===== src/rtl/tx_seq_pkg.sv =====
// Shared types and constants for the transmit fire sequencer.
// Latency: n/a (types and constants only).
// Backpressure: n/a.
package tx_seq_pkg;

  // Sequencer states
  typedef enum logic [2:0] {
    IDLE  = 3'd0,
    ARM   = 3'd1,
    FIRE  = 3'd2,
    DONE  = 3'd3,
    FAULT = 3'd4,
    CLR   = 3'd5
  } state_t;

  // Commands broadcast on the shared 2-bit channel bus
  localparam logic [1:0] CMD_WAIT  = 2'b00;
  localparam logic [1:0] CMD_FIRE  = 2'b10;
  localparam logic [1:0] CMD_RESET = 2'b11;

  // Shortest usable repetition interval in FIRE cycles
  localparam int MIN_INTERVAL = 2;

  // Bus command that belongs to each state
  function automatic logic [1:0] cmdForState(input state_t s);
    logic [1:0] cmd;
    cmd = CMD_WAIT;
    case (s)
      FIRE:    cmd = CMD_FIRE;
      CLR:     cmd = CMD_RESET;
      default: cmd = CMD_WAIT;
    endcase
    return cmd;
  endfunction

endpackage


===== src/rtl/tx_trig_sync.sv =====
// External trigger synchronizer: two metastability flops plus a rising-edge pulse.
// Latency: trigPulse is high in the cycle after the second sync flop captures the edge.
// Backpressure: none; edges are not queued, a pulse is lost if nobody is listening.
module tx_trig_sync (
  input  logic clk,
  input  logic reset_n,
  input  logic trigAsync,
  output logic trigPulse
);

  logic trigMeta;
  logic trigSync;
  logic trigSyncDly;

  // Two-flop synchronizer followed by the edge-detect register
  always_ff @(posedge clk or negedge reset_n) begin
    if (!reset_n) begin
      trigMeta    <= 1'b0;
      trigSync    <= 1'b0;
      trigSyncDly <= 1'b0;
    end else begin
      trigMeta    <= trigAsync;
      trigSync    <= trigMeta;
      trigSyncDly <= trigSync;
    end
  end

  // One-cycle pulse on a synchronized low-to-high transition
  assign trigPulse = trigSync & ~trigSyncDly;

endmodule


===== src/rtl/tx_fire_sequencer.sv =====
// Arms a bank of transducer channels and fires numPulses repetitions at a fixed interval,
// collecting channel overruns/errors into a sticky fault. Optional macro: TXSEQ_EXT_TRIG_EN.
// Latency: all outputs registered; repetition period is interval+1 cycles; no backpressure.
module tx_fire_sequencer
  import tx_seq_pkg::*;
#(
  parameter int NUM_CH = 8,
  parameter int CNTR_W = 32,
  parameter int IDX_W  = 16
) (
  input  logic              clk,
  input  logic              reset_n,
  input  logic              start,
  input  logic              abort,
  input  logic              clearError,
  input  logic [IDX_W-1:0]  numPulses,
  input  logic [CNTR_W-1:0] pulseInterval,
  input  logic [NUM_CH-1:0] chanActive,
  input  logic [NUM_CH-1:0] chanError,
`ifdef TXSEQ_EXT_TRIG_EN
  input  logic              extTrig,
`endif
  output logic [1:0]        txCmd,
  output logic [CNTR_W-1:0] cntr,
  output logic [IDX_W-1:0]  pulseIdx,
  output logic              busy,
  output logic              done,
  output logic              errorOut,
  output logic [NUM_CH-1:0] faultMask
);

  state_t state;
  state_t stateNext;

  // Burst parameters captured at start so host writes mid-burst have no effect.
  // Stored as "last" values so the compare paths need no subtractor.
  logic [CNTR_W-1:0] cntrLastSh;
  logic [IDX_W-1:0]  idxLastSh;

  logic [CNTR_W-1:0] intervalEff;
  logic              burstStart;
  logic              repEnd;
  logic              armGo;
  logic              faultLoad;
  logic [NUM_CH-1:0] faultMaskNext;

  // Intervals below the minimum would make ARM/FIRE degenerate, so clamp them
  assign intervalEff = (pulseInterval < CNTR_W'(MIN_INTERVAL)) ? CNTR_W'(MIN_INTERVAL)
                                                              : pulseInterval;

  assign burstStart = (state == IDLE) && start && (numPulses != '0);
  assign repEnd     = (cntr == cntrLastSh);

`ifdef TXSEQ_EXT_TRIG_EN
  logic trigPulse;

  tx_trig_sync uTrigSync (
    .clk       (clk),
    .reset_n   (reset_n),
    .trigAsync (extTrig),
    .trigPulse (trigPulse)
  );

  assign armGo = trigPulse;
`else
  assign armGo = 1'b1;
`endif

  // Next-state logic; abort beats errors, errors beat overrun, overrun beats completion
  always_comb begin
    stateNext     = state;
    faultLoad     = 1'b0;
    faultMaskNext = '0;
    case (state)
      IDLE: begin
        if (burstStart) stateNext = ARM;
      end
      ARM: begin
        if (abort)      stateNext = IDLE;
        else if (armGo) stateNext = FIRE;
      end
      FIRE: begin
        if (abort) begin
          stateNext = IDLE;
        end else if (|chanError) begin
          stateNext     = FAULT;
          faultLoad     = 1'b1;
          faultMaskNext = chanError;
        end else if (repEnd) begin
          // chanActive is only looked at here; interval>=2 keeps this off the
          // first FIRE cycle, when channels are still latching the command
          if (|chanActive) begin
            stateNext     = FAULT;
            faultLoad     = 1'b1;
            faultMaskNext = chanActive;
          end else if (pulseIdx == idxLastSh) begin
            stateNext = DONE;
          end else begin
            stateNext = ARM;
          end
        end
      end
      DONE:    stateNext = IDLE;
      FAULT: begin
        if (clearError) stateNext = CLR;
      end
      CLR:     stateNext = IDLE;
      default: stateNext = IDLE;
    endcase
  end

  // State register and registered outputs decoded from the upcoming state
  always_ff @(posedge clk or negedge reset_n) begin
    if (!reset_n) begin
      state    <= IDLE;
      txCmd    <= CMD_WAIT;
      busy     <= 1'b0;
      done     <= 1'b0;
      errorOut <= 1'b0;
    end else begin
      state    <= stateNext;
      txCmd    <= cmdForState(stateNext);
      busy     <= (stateNext == ARM) || (stateNext == FIRE);
      done     <= (stateNext == DONE);
      errorOut <= (stateNext == FAULT);
    end
  end

  // Timebase: counts from 0 on the first FIRE cycle, zero everywhere else
  always_ff @(posedge clk or negedge reset_n) begin
    if (!reset_n) begin
      cntr <= '0;
    end else if ((state == FIRE) && (stateNext == FIRE)) begin
      cntr <= cntr + CNTR_W'(1);
    end else begin
      cntr <= '0;
    end
  end

  // Repetition index: cleared at burst start, advanced on each FIRE->ARM, held after DONE
  always_ff @(posedge clk or negedge reset_n) begin
    if (!reset_n) begin
      pulseIdx <= '0;
    end else if (burstStart) begin
      pulseIdx <= '0;
    end else if ((state == FIRE) && (stateNext == ARM)) begin
      pulseIdx <= pulseIdx + IDX_W'(1);
    end
  end

  // Shadow copies of the burst parameters, loaded when a burst is accepted
  always_ff @(posedge clk or negedge reset_n) begin
    if (!reset_n) begin
      cntrLastSh <= '0;
      idxLastSh  <= '0;
    end else if (burstStart) begin
      cntrLastSh <= intervalEff - CNTR_W'(1);
      idxLastSh  <= numPulses - IDX_W'(1);
    end
  end

  // Offending channels: captured on fault entry, held through FAULT, cleared otherwise
  always_ff @(posedge clk or negedge reset_n) begin
    if (!reset_n) begin
      faultMask <= '0;
    end else if (faultLoad) begin
      faultMask <= faultMaskNext;
    end else if (stateNext != FAULT) begin
      faultMask <= '0;
    end
  end

endmodule


===== config.mk =====
export PLATFORM = sky130hd
export DESIGN_NAME = tx_fire_sequencer
export DESIGN_NICKNAME = d
export VERILOG_FILES = /design/src/rtl/tx_seq_pkg.sv /design/src/rtl/tx_trig_sync.sv /design/src/rtl/tx_fire_sequencer.sv
export SDC_FILE = /design/constraint.sdc
export NUM_CORES = 1
export LEC_CHECK = 0
export CORE_ASPECT_RATIO = 1.1
export CORE_MARGIN = 8
export CORE_UTILIZATION = 40
export DETAILED_ROUTE_END_ITERATION = 12
export GPL_TIMING_DRIVEN = 0
export HOLD_SLACK_MARGIN = 0.08
export PLACE_DENSITY_LB_ADDON = 0.15
export SYNTH_ARGS = -nofsm -noshare
export SYNTH_HDL_FRONTEND = slang
export SYNTH_SLANG_ARGS = --single-unit

===== constraint.sdc =====
create_clock -name clk -period 3.2 [get_ports clk]
set_input_delay 0.64 -clock clk [delete_from_list [all_inputs] [get_ports clk]]
set_output_delay 0.64 -clock clk [all_outputs]
set_load 0.1 [all_outputs]

==> results.json <==
{
  "status": "finished with violations",
  "violations": "negative setup slack",
  "final_nets": 900,
  "cp_data_arrival_time_ps": 3770,
  "post-route-worst-setup-slack_ps": -346.7,
  "synth_flop_cell": "dfrtp_1",
  "cts_hold_buffers": 0,
  "post-synth-top-area-fraction_pct": 45.84,
  "avgSynthCellArea_um2": 9.209,
  "cp_slowest_cell": "or4_4",
  "dr.pass1.iters": 5,
  "async_flop_share_pct": 100.0,
  "rsz0062_at_grt": "yes",
  "cp.required_ps": 3420,
  "utilization_pct": 55.79,
  "drv_cap": 0,
  "clockBufferDepth": 2,
  "die_height_um": 145.7,
  "tritoncts": "yes",
  "power_frac_clock_pct": 26.1,
  "setup.worst_path.start": "pulseInterval[28]",
  "grt_antenna_before_repair": 1,
  "grt_pass1_wl_mm": 28.77,
  "initial_core_util_pct": 40.78,
  "ys_warn_count": 0,
  "synth_nets": 738,
  "port_buffers": 129,
  "num_vias": 5459,
  "setup_violations": 12,
  "synth_top_cell_by_area": "dfrtp_1",
  "clock-sinks": 112,
  "ctsRootBufferMaster": "clkbuf_16",
  "post-place-ws_ps": -1313,
  "leakagePower_nw": 3.267,
  "max_stage_delay_ps": 550,
  "place_congestion": 0.8899,
  "netlist_area_mm2": 0.006115,
  "fmax_mhz": 282.0,
  "finalCriticalPeriod_ps": 3547,
  "clk_pin_slew_worst_paths_ps": 70,
  "h-tree-depth": 3,
  "grt_pass1_vias": 5576,
  "reg2regPathDepth": 8,
  "power_density_mw_per_mm2": 558.1,
  "pwr-share-seq_pct": 42.6,
  "slew_headroom_pct": 32.70,
  "cp-end-kind": "flop",
  "reg2reg_from": "cntr[3]$_DFF_PN0_",
  "startpoint_type": "primary input",
  "period_share_pct": 110.8,
  "holdWs_ps": 414.4,
  "p_sw_share_pct": 35.14,
  "switchingPower_mw": 1.641,
  "synthCells": 664,
  "drt-vias-per-instance": 5.310,
  "ys_seq_elements": 112,
  "reg2reg_to": "pulseIdx[11]$_DFFE_PN0P_",
  "numPlacedInstances": 990,
  "power_frac_comb_pct": 31.2,
  "peakVddDrop_mv": 0.2831,
  "yosys-top-cells-area": "dfrtp_1 46%, xnor2_1 11%, xor2_1 5.9%, nand2_1 5.8%, nor2_1 4.4%",
  "insertion_delay_ps": 350,
  "place_hpwl_mm": 13.64,
  "drtIter0Drc": 275,
  "hold_viol_final": 0,
  "cts_made_buffers": 9,
  "overflow": 0,
  "grt_max_degree": 68,
  "die_area_mm2": 0.01950,
  "p_int_mw": 3.028,
  "core_area_mm2": 0.01500,
  "fin_skew_ps": 8.623,
  "finalMaxSlewViolations": 0,
  "ys_types": 48,
  "die_w_um": 133.9,
  "drive_gt1_share_pct": 10.71,
  "num-fill-cells": 1390,
  "crit_chain": "buf_8 > or4_4 > nor4b_4 > nand4_1 > o31ai_2 > ha_2 > nor3b_4 > nand2_2 > or2_4 > or3_4 > buf_4 > nor2_4 > xnor2_1 > o21ai_1",
  "grt_usage_pct": 18.12,
  "dpl_cell_area_mm2": 0.007746,
  "multiInputGateArea_mm2": 0.003392,
  "synth-edff-count": 0,
  "ys_seq_area_share_pct": 45.84,
  "stdcell_area_mm2": 0.008367,
  "drcViolationCount": 0,
  "num_io_pins": 130,
  "stdcell_count": 1028,
  "worst_slew_pin_slew_ps": 1006,
  "hold_class": "primary input to async pin",
  "path_class": "primary input to flop",
  "regArea_mm2": 0.002803,
  "wl_per_cell_um": 17.32,
  "finalSetupTns_ps": -2923,
  "totalWireLength_mm": 17.80,
  "crit_fanout": 5,
  "drtAntennaViolNets": 0,
  "timing.reg2reg.setup_slack_ps": 410,
  "total_power_mw": 4.669,
  "rows": 47,
  "area_delta_synth_final_pct": 36.83
}
[synthesized netlist by cell type (7+ instances only)]
| cell | n |
|---|---|
| a21oi_1 | 17 |
| dfrtp_1 | 112 |
| nand2_1 | 94 |
| nor2_1 | 72 |
| clkbuf_1 | 15 |
| xnor2_1 | 80 |
| nand3_1 | 24 |
| and3_1 | 8 |
| xor2_1 | 41 |
| or3_1 | 13 |
| nor4_1 | 16 |
| nand4_1 | 21 |
| nor3_1 | 7 |
| o21ai_0 | 52 |
[critical path, delay by kind of cell]
family	cells	cell delay (ps)
buffers and inverters	2	260
adder cells (fa/ha/maj)	1	230
AO/OA/AOI/OAI	2	350
XOR/XNOR	1	120
AND/OR/NAND/NOR	8	2170
[power by group through the flow]
stage	Sequential (mW)	Clock [mW]	Combinational (mW)
floorplan	2.15	0	0.801
global placement	2.01	0	1.41
detailed placement	2.02	0	1.44
CTS	1.99	1.24	1.46
global route	2.03	1.30	1.62
finish	1.99	1.22	1.46
[cell type report]
class | instances | share of cell area, %
Clock buffer | 10 | 2.856
Clock inverter | 6 | 0.9870
Multi-Input combinational cell | 521 | 40.54
Sequential cell | 112 | 33.50
Antenna cell | 1 | 0.02991
Inverter | 6 | 0.2692
Timing Repair Buffer | 152 | 17.63
Buffer | 24 | 1.256
Tap cell | 196 | 2.931
[kinds of logic after synthesis]
kind of cell / count (synthesis) / synth area share (%)
compound gates: 96 / 8.881
xor+xnor: 121 / 17.33
fa+ha+maj: 5 / 1.023
buf+inv: 31 / 2.108
flops: 112 / 45.84
mux: 3 / 0.4911
simple gates: 296 / 24.33
[layer usage]
| metal | share of wire, % | vias to the layer above | GRT usage, % |
|---|---|---|---|
| met5 | 0 | - | 0 |
| met4 | 1.2 | 0 | 5.059 |
| met3 | 5.4 | 19 | 3.695 |
| met2 | 49 | 140 | 30.92 |
| met1 | 44 | 2680 | 22.60 |
| li1 | - | 2620 | - |
[placed cells by master, fill, tap and decap left out, drive strengths merged, types with 3 or more instances in the layout]
master and count:
or3 13, and3 8, xnor2 80, clkdlybuf4s15 3, clkinv 3, a31oi 6, nand4 21, o31ai 3
nand3b 3, nor2b 3, clkbuf 28, nor4b 4, dfrtp 112, nand2b 6, ha 5, nor3 8
xor2 41, a41o 3, a21oi 17, nand3 24, nor4 20, nor2 72, clkdlybuf4s50 109, dlygate4sd2 10
nand2 95, buf 36, or4 6, o21ai 58, inv 6, mux2i 3, and4 6
[how the worst max path moves through the flow]
stage	slack (ps)	depth (start not counted)	to
after floorplan	-410	13	cntrLastSh[18]$_DFFE_PN0P_
final	-350	14	cntrLastSh[14]$_DFFE_PN0P_
after global placement	-2820	1	cntr[13]$_DFF_PN0_
after CTS	-390	13	cntrLastSh[18]$_DFFE_PN0P_
after global routing	-490	14	cntrLastSh[14]$_DFFE_PN0P_
after detailed placement	-1310	14	cntrLastSh[18]$_DFFE_PN0P_
[registers in the layout (all words and copies together), names as in the netlist]
| register | flops |
|---|---|
| faultMask | 8 |
| errorOut | 1 |
| idxLastSh | 16 |
| done | 1 |
| state | 3 |
| txCmd | 2 |
| cntrLastSh | 32 |
| pulseIdx | 16 |
| busy | 1 |
| cntr | 32 |
[what timing repair did]
action / in CTS / in global routing
gates cloned: 0 / 0
endpoints found under the setup margin: 13 / 36
pin swaps: 20 / 18
setup buffers: 19 / 9
resized for setup: 66 / 19
Power figures use the tool's default switching activity.
